[config.mk]
export PLATFORM = sky130hd
export DESIGN_NAME = alu_arbiter_flat
export DESIGN_NICKNAME = d
export VERILOG_FILES = /design/src/rtl/rv_pkg.sv /design/src/rtl/alu_arbiter_if.sv /design/src/rtl/alu_arbiter.sv /design/src/flat_wrapper.sv
export SDC_FILE = /design/constraint.sdc
export NUM_CORES = 1
export LEC_CHECK = 0
export BUFFER_PORTS_ARGS = -buffer_cell sky130_fd_sc_hd__buf_4
export CAP_MARGIN = 0
export CORE_MARGIN = 2
export CORE_UTILIZATION = 35
export CTS_CLUSTER_SIZE = 10
export DETAILED_ROUTE_END_ITERATION = 8
export SYNTH_ARGS = -nofsm -noshare
export SYNTH_HDL_FRONTEND = slang
export SYNTH_SLANG_ARGS = --single-unit
[constraint.sdc]
create_clock -name clk -period 1.6 [get_ports clk]
set_input_delay 0.32 -clock clk [delete_from_list [all_inputs] [get_ports clk]]
set_output_delay 0.32 -clock clk [all_outputs]
set_load 0.01 [all_outputs]
[src/rtl/rv_pkg.sv]
// rtl/rv_pkg.sv - RV32 operation encodings shared by the arbiter and its requesters
package rv;
  typedef enum logic [3:0] {
    ADD  = 4'd0,
    SUB  = 4'd1,
    ADDI = 4'd2,
    XORI = 4'd3
  } RV32_INSTRUCTION;
endpackage

[src/rtl/alu_arbiter_if.sv]
// rtl/alu_arbiter_if.sv - requester-side request/response channels of alu_arbiter
interface alu_arbiter_if #(
  parameter int NREQ = 2
) ();
  localparam int OPW = $bits(rv::RV32_INSTRUCTION);

  logic [NREQ-1:0]      req_valid;
  logic [NREQ-1:0]      req_ready;
  logic [NREQ*32-1:0]   req_op1;
  logic [NREQ*32-1:0]   req_op2;
  logic [NREQ*32-1:0]   req_imm;
  logic [NREQ*OPW-1:0]  req_opcode;
  logic [NREQ-1:0]      rsp_valid;
  logic [NREQ-1:0]      rsp_ready;
  logic [31:0]          rsp_result;

  modport master (
    output req_valid, req_op1, req_op2, req_imm, req_opcode, rsp_ready,
    input  req_ready, rsp_valid, rsp_result
  );

  modport slave (
    input  req_valid, req_op1, req_op2, req_imm, req_opcode, rsp_ready,
    output req_ready, rsp_valid, rsp_result
  );
endinterface

[src/rtl/alu_arbiter.sv]
// rtl/alu_arbiter.sv - shares one combinational ALU between NREQ requesters, one op in flight
// Fixed priority by default; ALU_ARB_ROUND_ROBIN_EN selects round-robin arbitration.
module alu_arbiter #(
  parameter int NREQ = 2
) (
  input  logic                clk,
  input  logic                rst_n,
  alu_arbiter_if.slave        bus,
  output logic [31:0]         alu_op1,
  output logic [31:0]         alu_op2,
  output logic [31:0]         alu_imm,
  output rv::RV32_INSTRUCTION alu_opcode,
  input  logic [31:0]         alu_result,
  output logic                busy
);
  localparam int IDXW = $clog2(NREQ);
  localparam int OPW  = $bits(rv::RV32_INSTRUCTION);

  typedef enum logic [1:0] {IDLE, EXEC, RESP} state_t;

  typedef struct packed {
    logic [31:0]         op1;
    logic [31:0]         op2;
    logic [31:0]         imm;
    rv::RV32_INSTRUCTION opcode;
  } op_t;

  state_t          state_q, state_d;
  logic [IDXW-1:0] gnt_q;
  logic [IDXW-1:0] win;
  logic [IDXW-1:0] cand;
  logic            win_found;
  logic            accept;
  op_t             op_q;
  logic [31:0]     res_q;

`ifdef ALU_ARB_ROUND_ROBIN_EN
  logic [IDXW-1:0] last_gnt;

  // Search starts just after the previous winner so every requester gets a turn.
  always_comb begin
    win       = '0;
    win_found = 1'b0;
    cand      = '0;
    for (int k = 1; k <= NREQ; k++) begin
      cand = IDXW'((int'(last_gnt) + k) % NREQ);
      if (!win_found && bus.req_valid[cand]) begin
        win       = cand;
        win_found = 1'b1;
      end
    end
  end

  always_ff @(posedge clk or negedge rst_n) begin
    if (!rst_n) begin
      last_gnt <= IDXW'(NREQ - 1);
    end else if (accept) begin
      last_gnt <= win;
    end
  end
`else
  // Scanning downward leaves the lowest valid index as the winner.
  always_comb begin
    win       = '0;
    win_found = 1'b0;
    cand      = '0;
    for (int i = NREQ - 1; i >= 0; i--) begin
      cand = IDXW'(i);
      if (bus.req_valid[cand]) begin
        win       = cand;
        win_found = 1'b1;
      end
    end
  end
`endif

  always_ff @(posedge clk or negedge rst_n) begin
    if (!rst_n) begin
      state_q <= IDLE;
    end else begin
      state_q <= state_d;
    end
  end

  always_comb begin
    state_d       = state_q;
    accept        = 1'b0;
    bus.req_ready = '0;
    case (state_q)
      IDLE: begin
        if (win_found) begin
          accept        = 1'b1;
          bus.req_ready = NREQ'(1) << win;
          state_d       = EXEC;
        end
      end
      EXEC:    state_d = RESP;
      RESP:    if (bus.rsp_ready[gnt_q]) state_d = IDLE;
      default: state_d = IDLE;
    endcase
  end

  always_ff @(posedge clk or negedge rst_n) begin
    if (!rst_n) begin
      gnt_q <= '0;
      op_q  <= '0;
      res_q <= '0;
    end else begin
      if (accept) begin
        gnt_q       <= win;
        op_q.op1    <= 32'(bus.req_op1 >> (32 * win));
        op_q.op2    <= 32'(bus.req_op2 >> (32 * win));
        op_q.imm    <= 32'(bus.req_imm >> (32 * win));
        op_q.opcode <= rv::RV32_INSTRUCTION'(OPW'(bus.req_opcode >> (OPW * win)));
      end
      if (state_q == EXEC) begin
        res_q <= alu_result;
      end
    end
  end

  assign alu_op1        = op_q.op1;
  assign alu_op2        = op_q.op2;
  assign alu_imm        = op_q.imm;
  assign alu_opcode     = op_q.opcode;
  assign bus.rsp_valid  = (state_q == RESP) ? (NREQ'(1) << gnt_q) : '0;
  assign bus.rsp_result = res_q;
  assign busy           = (state_q != IDLE);
endmodule

[src/flat_wrapper.sv]
// flat-port wrapper written by rule: the top's interface ports become plain ports
module alu_arbiter_flat 
#(
  parameter int NREQ = 2
)
  (clk, rst_n, alu_op1, alu_op2, alu_imm, alu_opcode, alu_result, busy, bus_req_valid, bus_req_op1, bus_req_op2, bus_req_imm, bus_req_opcode, bus_rsp_ready, bus_req_ready, bus_rsp_valid, bus_rsp_result);
  alu_arbiter_if #(.NREQ(NREQ)) bus_i ();
  input  logic clk;
  input  logic rst_n;
  output logic [31:0] alu_op1;
  output logic [31:0] alu_op2;
  output logic [31:0] alu_imm;
  output rv::RV32_INSTRUCTION alu_opcode;
  input  logic [31:0] alu_result;
  output logic busy;
  input wire logic [$bits(bus_i.req_valid)-1:0] bus_req_valid;
  input wire logic [$bits(bus_i.req_op1)-1:0] bus_req_op1;
  input wire logic [$bits(bus_i.req_op2)-1:0] bus_req_op2;
  input wire logic [$bits(bus_i.req_imm)-1:0] bus_req_imm;
  input wire logic [$bits(bus_i.req_opcode)-1:0] bus_req_opcode;
  input wire logic [$bits(bus_i.rsp_ready)-1:0] bus_rsp_ready;
  output wire logic [$bits(bus_i.req_ready)-1:0] bus_req_ready;
  output wire logic [$bits(bus_i.rsp_valid)-1:0] bus_rsp_valid;
  output wire logic [$bits(bus_i.rsp_result)-1:0] bus_rsp_result;
  assign bus_i.req_valid = bus_req_valid;
  assign bus_i.req_op1 = bus_req_op1;
  assign bus_i.req_op2 = bus_req_op2;
  assign bus_i.req_imm = bus_req_imm;
  assign bus_i.req_opcode = bus_req_opcode;
  assign bus_i.rsp_ready = bus_rsp_ready;
  assign bus_req_ready = bus_i.req_ready;
  assign bus_rsp_valid = bus_i.rsp_valid;
  assign bus_rsp_result = bus_i.rsp_result;
  alu_arbiter #(.NREQ(NREQ)) u_core (.clk(clk), .rst_n(rst_n), .bus(bus_i), .alu_op1(alu_op1), .alu_op2(alu_op2), .alu_imm(alu_imm), .alu_opcode(alu_opcode), .alu_result(alu_result), .busy(busy));
endmodule
* Yosys cells after proc, flatten, opt, wreduce, memory -nomap -nowiden
Cells that the tools add are included.
W data, S select, Z words.
** Word-level totals
- Bits of input ports :: 238
- Register bits :: 135
- Word-level logic and storage cells :: 34
** Operators by class
- Shift-type cells :: 6
- Muxes and demuxes :: 13
- Reduce and logical (&&, ||, !) cells :: 3
- $lt $le $gt $ge :: 1
- Equal/unequal tests :: 4
** Operators with widths (count)
- $shr A64 B6 Y32 :: 3
- $mux W2 :: 5
- $shr A8 B3 Y4 :: 1
- $mux W1 :: 7
- $pmux W2 S3 :: 1
- $ne A2 B1 Y1 const B :: 2
- $shl A1 B1 Y2 const A :: 2
- $eq A2 B1 Y1 const B :: 1
- $eq A2 B2 Y1 const B :: 1
- $logic_not A2 Y1 :: 1
- $lt A1 B2 Y1 const B :: 1
- $reduce_and A2 Y1 :: 1
- $reduce_bool A2 Y1 :: 1

* Logic depth before layout (Yosys ltp)
Gate-level depths: netlist of the first run.
- Word-level depth :: 5
- Depth in mapped cells :: 5
- Gate-level depth less buffers :: 3

* Worst setup path after synthesis of the first run
OpenSTA, ideal clock, no wires.
- Path type :: register -> register
- Start point :: register u_core.state_q[1]
- End point :: register u_core.op_q, in the netlist u_core.alu_imm[0]
- Setup slack :: 0.124 ns
- Arrival :: 1.351 ns
- Cell stages (with the launch flop) :: 6
- Path buffers :: 2
- Library setup time :: 0.125 ns
- Data required time :: 1.475 ns
- Cell sequence :: dfrtp_1 -> nor2_1 -> o21a_1 -> buf_4 -> buf_6 -> mux2_4
** On the way
- Cells in the longest elaborated chain, start to end :: 2
** RTL lines
- start: declaration :: line alu_arbiter.sv:28 : state_t state_q, state_d;
- start signal: assignment :: line alu_arbiter.sv:81 : state_q <= state_d;
- $logic_not A2 Y1 :: line alu_arbiter.sv:89 : case (state_q)
- $mux W1 :: line alu_arbiter.sv:89
- end: declaration :: line alu_arbiter.sv:34 : op_t op_q;
No other way between the ends.
A chain may end at the register's enable or synchronous reset.

* Final worst setup path of the first run
- Start point :: register u_core.state_q[1]
- End point :: output bus_req_ready[1]
** On the way
- Cells in the longest elaborated chain, start to end :: 2
** RTL lines
- $logic_not A2 Y1 :: line alu_arbiter.sv:89
- $mux W2 :: line alu_arbiter.sv:89
- end: declaration :: line flat_wrapper.sv:22 : output wire logic [$bits(bus_i.req_ready)-1:0] bus_req_ready;
No other way between the ends.

==> results of run 1 <==
stage by stage:
stage,setup slack [ns],power (uW),cells,util,setup TNS [ns]
5_1_grt,-0.134,22100,1098,0.575,-5.31
3_3_place_gp,-0.00368,15600,1049,0.523,-0.0240
6_report,-0.0453,21000,1098,0.575,-0.477
4_1_cts,-0.0878,20200,1082,0.557,-0.878
3_5_place_dp,-0.0361,15800,1049,0.523,-0.362
2_1_floorplan,0.124,11500,408,-,0
placed cells by master (no fill, tap or decap), types with 2 or more instances in the layout:
cell and n:
buf_4 390, mux2_4 189, dfrtp_1 135, mux2_2 44
clkbuf_16 24, buf_12 12, buf_6 8, nor2_1 4
bufinv_16 4, inv_6 4, clkinv_4 2, clkinvlp_4 2
clkinv_2 2, buf_16 2
where the power goes:
| group | total [uW] | switching, uW | leakage [uW] | internal (uW) |
|---|---|---|---|---|
| combinational | 10500 | 3880 | 0.00394 | 6670 |
| sequential | 6270 | 1070 | 0.00158 | 5210 |
| clock | 4190 | 1570 | 0.000301 | 2620 |
critical path, stage by stage (launching register included):
cell,delay (ns)
dfrtp_1,0.39
nor2_2,0.15
buf_6,0.12
inv_2,0.03
nor2_1,0.08
buf_4,0.13
what timing repair did:
item,CTS,global route
gates cloned,0,10
setup endpoints to repair,3,105
pin swaps,3,1
setup buffers,1,6
hold buffers,1,0
resized for setup,6,20
endpoints found under the hold margin,35,0
synthesized netlist by cell type (2+ instances only):
| library cell | number | area [sq um] |
|---|---|---|
| buf_2 | 5 | 25.0 |
| buf_6 | 9 | 101 |
| buf_8 | 10 | 150 |
| dfrtp_1 | 135 | 3380 |
| inv_1 | 2 | 7.51 |
| mux2_2 | 55 | 619 |
| mux2_4 | 178 | 2670 |
| nand2b_1 | 2 | 12.5 |
| nor2_1 | 5 | 18.8 |
metal layers:
layer / vias up / wire length (um)
li1: 2287 / -
met1: 2402 / 7790
met2: 228 / 10900
met3: 28 / 1470
met4: 0 / 512
met5: - / 0
state kept, by name, summed over array words and instances (netlist names):
register	cells
u_core.alu_opcode	4
u_core.alu_imm	32
u_core.alu_op2	32
u_core.gnt_q	1
u_core.bus.rsp_result	32
u_core.state_q	2
u_core.alu_op1	32
cell type report:
class | count | area, sq um | area share
repair buffers | 420 | 3500 | 0.311
multi-input cells | 245 | 3420 | 0.304
flip-flops and latches | 135 | 3380 | 0.300
clock buffers | 17 | 425 | 0.0378
well taps | 265 | 332 | 0.0295
clock inverters | 14 | 198 | 0.0176
inverters | 2 | 7.51 | 0.000667
worst paths after layout:
path | startpoint | end | slack, ns | cells after the start
setup / recovery | u_core.state_q[1] | bus_req_ready[1] | -0.05 | 5
hold / removal | alu_result[6] | u_core.bus.rsp_result[6] | 0.13 | 2
setup reg to reg | u_core.state_q[1] | u_core.alu_imm[16] | -0.03 | 6
hold reg to reg | u_core.bus.rsp_result[24] | u_core.bus.rsp_result[24] | 0.50 | 1
max in group asynchronous | rst_n | u_core.alu_op1[15] | 0.64 | 3
min in group asynchronous | rst_n | u_core.alu_op1[1] | 0.39 | 2
cell families (layout without fill, tap and decap cells):
group,after synthesis,in the layout,synth area share
and+or+nand+nor,9,9,0.00729
muxes,233,233,0.468
buffers and inverters,28,453,0.0420
DFF,135,135,0.480
AOI/OAI and AO/OA,3,3,0.00249
==> reports/metrics.yaml, run 1 <==
power_and_ir_drop:
  p_leak_uw: 0.00582
  power_density_nw_per_um2: 1870
  max-vdd-ir-drop_mv: 0.777
finish:
  final_nets: 1059
  layout-drive-gt1-share: 0.827
  area_growth_pct: 60.0
  fillers: 1579
  fin_area_sq_um: 11300
  diodes: 0
global_routing:
  grt_overflow_total: 0
  use_met1: 0.197
  grtUsageTotal: 0.181
  antenna_found_initial: 0
  busiest_layer: "met2"
  grtUsageMet2: 0.326
  use_met3: 0.0614
  grt_pass1_wl_um: 29800
  grt_max_degree: 40
  grt_pass1_vias: 5438
run_status:
  violations: "negative setup slack"
  status: "finished with violations"
clock_tree:
  htree_levels: 4
  cts_tree: "built"
  clockRootBuffer: "clkbuf_16"
  cts_made_buffers: 17
  ctsLongestPathBuffers: 2
  cts.sinks: 135
  path_clk_slew_ns: 0.06
  clk_latency_ns: 0.42
die:
  core_sq_um: 19600
  die_x_um: 146
  fp.dieH_um: 146
  fp.dieArea_sq_um: 21200
  initial_core_util: 0.359
  ios: 375
  fp-row-count: 51
timing:
  finalCritPeriodShare: 1.03
  setup_ws_ns: -0.0453
  fin_skew_ns: 0.00764
  layout_min_cycle_time_ns: 1.65
  finalSetupViolations: 28
  fmax_mhz: 608
  max_slew_margin: 0.697
  hold_viol_final: 0
  rsz0062_at_grt: "yes"
  tightestPinTransition_ns: 0.454
  final_max_slew_viol_count: 0
  whs_ns: 0.129
hold_path:
  min_path_type: "in2reg"
drt:
  wire_per_inst_um: 18.8
  drc: 0
  drt_pre_antenna_iters: 4
  ant_nets: 0
  drtIter0Drc: 128
  viasPerCell: 4.50
  wl_um: 20700
  vias: 4945
synth:
  synth_cell_types: 16
  synth_fp_nets: 646
  syn_inst: 408
  synth-edff-count: 0
  synth_ff_type: "dfrtp_1"
  ys_async_sr_fraction: 1.00
  ys_seq_area_frac: 0.480
  yosysWarnings: 0
  ys_ff_latch: 135
  syn-cell-area_sq_um: 7030
  avgSynthCellArea_sq_um: 17.2
worst_setup_path:
  crit_type: "reg2out"
  setup.worst_path.end_class: "output pin"
  start_kind: "register"
  cp.arrival_ns: 1.33
  worstPathMaxFanout: 3
  cp_data_required_time_ns: 1.28
placement:
  io_buffers: 374
  gp_congestion: 0.813
  hpwl_um: 15000
  place_area_sq_um: 10200
flow_run:
  maxCapViolCount: 0
Power figures use the tool's default switching activity.
==> inputs of run 2 (changes only) <==
--- a/config.mk
+++ b/config.mk
@@ -8,9 +8,10 @@
 export BUFFER_PORTS_ARGS = -buffer_cell sky130_fd_sc_hd__buf_4
 export CAP_MARGIN = 0
 export CORE_MARGIN = 2
-export CORE_UTILIZATION = 35
+export CORE_UTILIZATION = 28
 export CTS_CLUSTER_SIZE = 10
 export DETAILED_ROUTE_END_ITERATION = 8
+export MAX_ROUTING_LAYER = met4
 export SYNTH_ARGS = -nofsm -noshare
 export SYNTH_HDL_FRONTEND = slang
 export SYNTH_SLANG_ARGS = --single-unit
==> constraint.sdc (replaced) <==
create_clock -name clk -period 1.6 [get_ports clk]
set_input_delay 0.08 -clock clk [delete_from_list [all_inputs] [get_ports clk]]
set_output_delay 0.08 -clock clk [all_outputs]
set_load 0.01 [all_outputs]
==> run 2 against run 1 <==
Effect of this change: the flow now finishes without violations; first-iteration DRC count is 1.6% higher; final area is 0.93% higher; sequential cell count stayed put; power is 3.5% lower; critical path type is now reg2reg; highest routed layer unchanged.
==> reports/metrics.yaml, run 2 (synthesized netlist as in run 1, its figures left out) <==
clock_tree:
  clk_latency_ns: 0.41  # was 0.42 ns
  clockRootBuffer: "clkbuf_16"  # unchanged
  cts.sinks: 135  # unchanged
  htree_levels: 4  # unchanged
  cts_made_buffers: 17  # unchanged
  path_clk_slew_ns: 0.07  # was 0.06 ns
  ctsLongestPathBuffers: 2  # unchanged
  cts_tree: "built"  # unchanged
worst_setup_path:
  setup.worst_path.end_class: "register"  # was output pin
  crit_type: "reg2reg"  # was reg2out
  worstPathMaxFanout: 3  # unchanged
  start_kind: "register"  # unchanged
  crit_slowest_cell: "dlygate4sd3_1"  # was dfrtp_1
  cp.arrival_ns: 1.80  # was 1.33 ns
  reg2reg_slack_ns: 0.09  # was -0.03 ns
  slowest_delay_ns: 0.54  # was 0.39 ns
  cp-startpoint: "u_core.state_q[1]"  # unchanged
  cp_data_required_time_ns: 1.89  # was 1.28 ns
  cp_cell_sequence: "nor2_2 -> buf_4 -> and2_1 -> nor2_1 -> dlygate4sd3_1"  # was nor2_2 -> buf_6 -> inv_2 -> nor2_1 -> buf_4
  timing.critical_path.buf_inv: 2  # was 3
  path_delay_family: "buffers and inverters"  # was flip-flops
  reg2reg_from: "u_core.state_q[1]"  # unchanged
timing:
  layout_min_cycle_time_ns: 1.51  # was 1.65 ns
  finalCritPeriodShare: 0.943  # was 1.03
  tightestPinTransition_ns: 0.440  # was 0.454 ns
  max_slew_margin: 0.706  # was 0.697
  finalSetupViolations: 0  # was 28
  fmax_mhz: 663  # was 608 MHz
  setup_tns_ns: 0  # was -0.477 ns
  final_max_slew_viol_count: 0  # unchanged
  setup_ws_ns: 0.0907  # was -0.0453 ns
  hold_viol_final: 0  # unchanged
  rsz0062_at_grt: "no"  # was yes
  fin_skew_ns: 0.0120  # was 0.00764 ns
die:
  fp.dieH_um: 163  # was 146 um
  fp-row-count: 58  # was 51
  die_x_um: 163  # was 146 um
  core_sq_um: 24900  # was 19600 sq um
  fp.dieArea_sq_um: 26400  # was 21200 sq um
  ios: 375  # unchanged
  initial_core_util: 0.283  # was 0.359
finish:
  final_util: 0.456  # was 0.575
  layout-drive-gt1-share: 0.782  # was 0.827
  fin_area_sq_um: 11400  # was 11300 sq um
  final_nets: 1079  # was 1059
  area_growth_pct: 61.5  # was 60.0%
  final_cell_mix: "buf_4, mux2_4, dfrtp_1"  # unchanged
  fin_cells: 1184  # was 1098
  final_common_cell: "buf_4"  # unchanged
  diodes: 0  # unchanged
global_routing:
  grt_pass1_vias: 5255  # was 5438
  grtUsageTotal: 0.145  # was 0.181
  antenna_found_initial: 0  # unchanged
  grt_pass1_wl_um: 28900  # was 29800 um
  grt_max_degree: 44  # was 40
  grt_overflow_total: 0  # unchanged
power_and_ir_drop:
  p_leak_uw: 0.00579  # was 0.00582 uW
  power_density_nw_per_um2: 1780  # was 1870 nW/um^2
  max-vdd-ir-drop_mv: 0.751  # was 0.777 mV
drt:
  drtIter0Drc: 130  # was 128
  wl_um: 19100  # was 20700 um
  wire_per_inst_um: 16.1  # was 18.8 um
  viasPerCell: 4.15  # was 4.50
  vias: 4911  # was 4945
  drc: 0  # unchanged
  drt_pre_antenna_iters: 4  # unchanged
  ant_nets: 0  # unchanged
hold_path:
  hp-start: "bus_req_imm[46]"  # was alu_result[6]
  min_path_type: "in2reg"  # unchanged
placement:
  dp_cells: 1114  # was 1049
  io_buffers: 374  # unchanged
  hpwl_um: 14800  # was 15000 um
  preCtsSetupSlack_ns: 0.0548  # was -0.0361 ns
  gp_congestion: 0.740  # was 0.813
  place_area_sq_um: 10400  # was 10200 sq um
run_status:
  status: "completed"  # was finished with violations
flow_run:
  maxCapViolCount: 0  # unchanged
[run 2: cell types whose count changed in the layout (fill, tap and decap cells not counted), moves of 2 or more]
| cell | delta |
|---|---|
| buf_16 | -2 |
| buf_6 | -7 |
| clkbuf_1 | +2 |
| dlygate4sd3_1 | +37 |
| buf_4 | -2 |
| mux2_2 | +11 |
| mux2_4 | -11 |
| clkbuf_16 | -7 |
[run 2: worst register-to-register path, stage by stage, from the launching register on]
cell and delay [ns]:
dfrtp_1 0.39, nor2_2 0.15, buf_4 0.13, and2_1 0.14, nor2_1 0.05, dlygate4sd3_1 0.54
[run 2: what timing repair did]
| action | CTS | global route |
|---|---|---|
| endpoints found under the hold margin | 116 | 2 |
| setup endpoints to repair | 0 | 2 |
| hold buffers | 36 | 2 |
| gates resized for setup | 0 | 1 |
| buffers inserted | 0 | 0 |
[run 2: per-layer routing]
layer  up-vias  track usage  wire length (um)
met4         0       0.0386               228
met2       201        0.250              9790
met5         -            -                 0
met3        13       0.0336              1140
met1      2364        0.172              7960
li1       2333            -                 -
[run 2: through the flow]
stage                     total power, uW  hold WS, ns
after floorplan                     11500       -0.216
final                               20300       0.0228
after detailed placement            16200       0.0471
after global placement              16000       0.0457
after CTS                           20600      0.00135
after global routing                21400     -0.00477
[run 2: report_power, final]
group          switching, uW  internal [uW]
registers               1040           5210
clock network           1530           2640
logic                   3610           6250
[run 2: path summary, 6_finish.rpt]
check | endpoint | cells after the start
min reg2reg | u_core.bus.rsp_result[19] | 1
min in group asynchronous | u_core.alu_op2[30] | 2
max reg2reg | u_core.gnt_q | 5
min | u_core.alu_imm[14] | 3
max | u_core.gnt_q | 5
max in group asynchronous | u_core.alu_imm[25] | 3
[run 2: final cells by class]
| type | instances | area, sq um |
|---|---|---|
| clock buffer | 19 | 433 |
| clock inverter | 13 | 194 |
| fill | 2255 | 13500 |
| inverter | 2 | 7.51 |
| multi-input combinational | 245 | 3370 |
| sequential | 135 | 3380 |
| tap | 330 | 413 |
| timing repair buffer | 440 | 3560 |
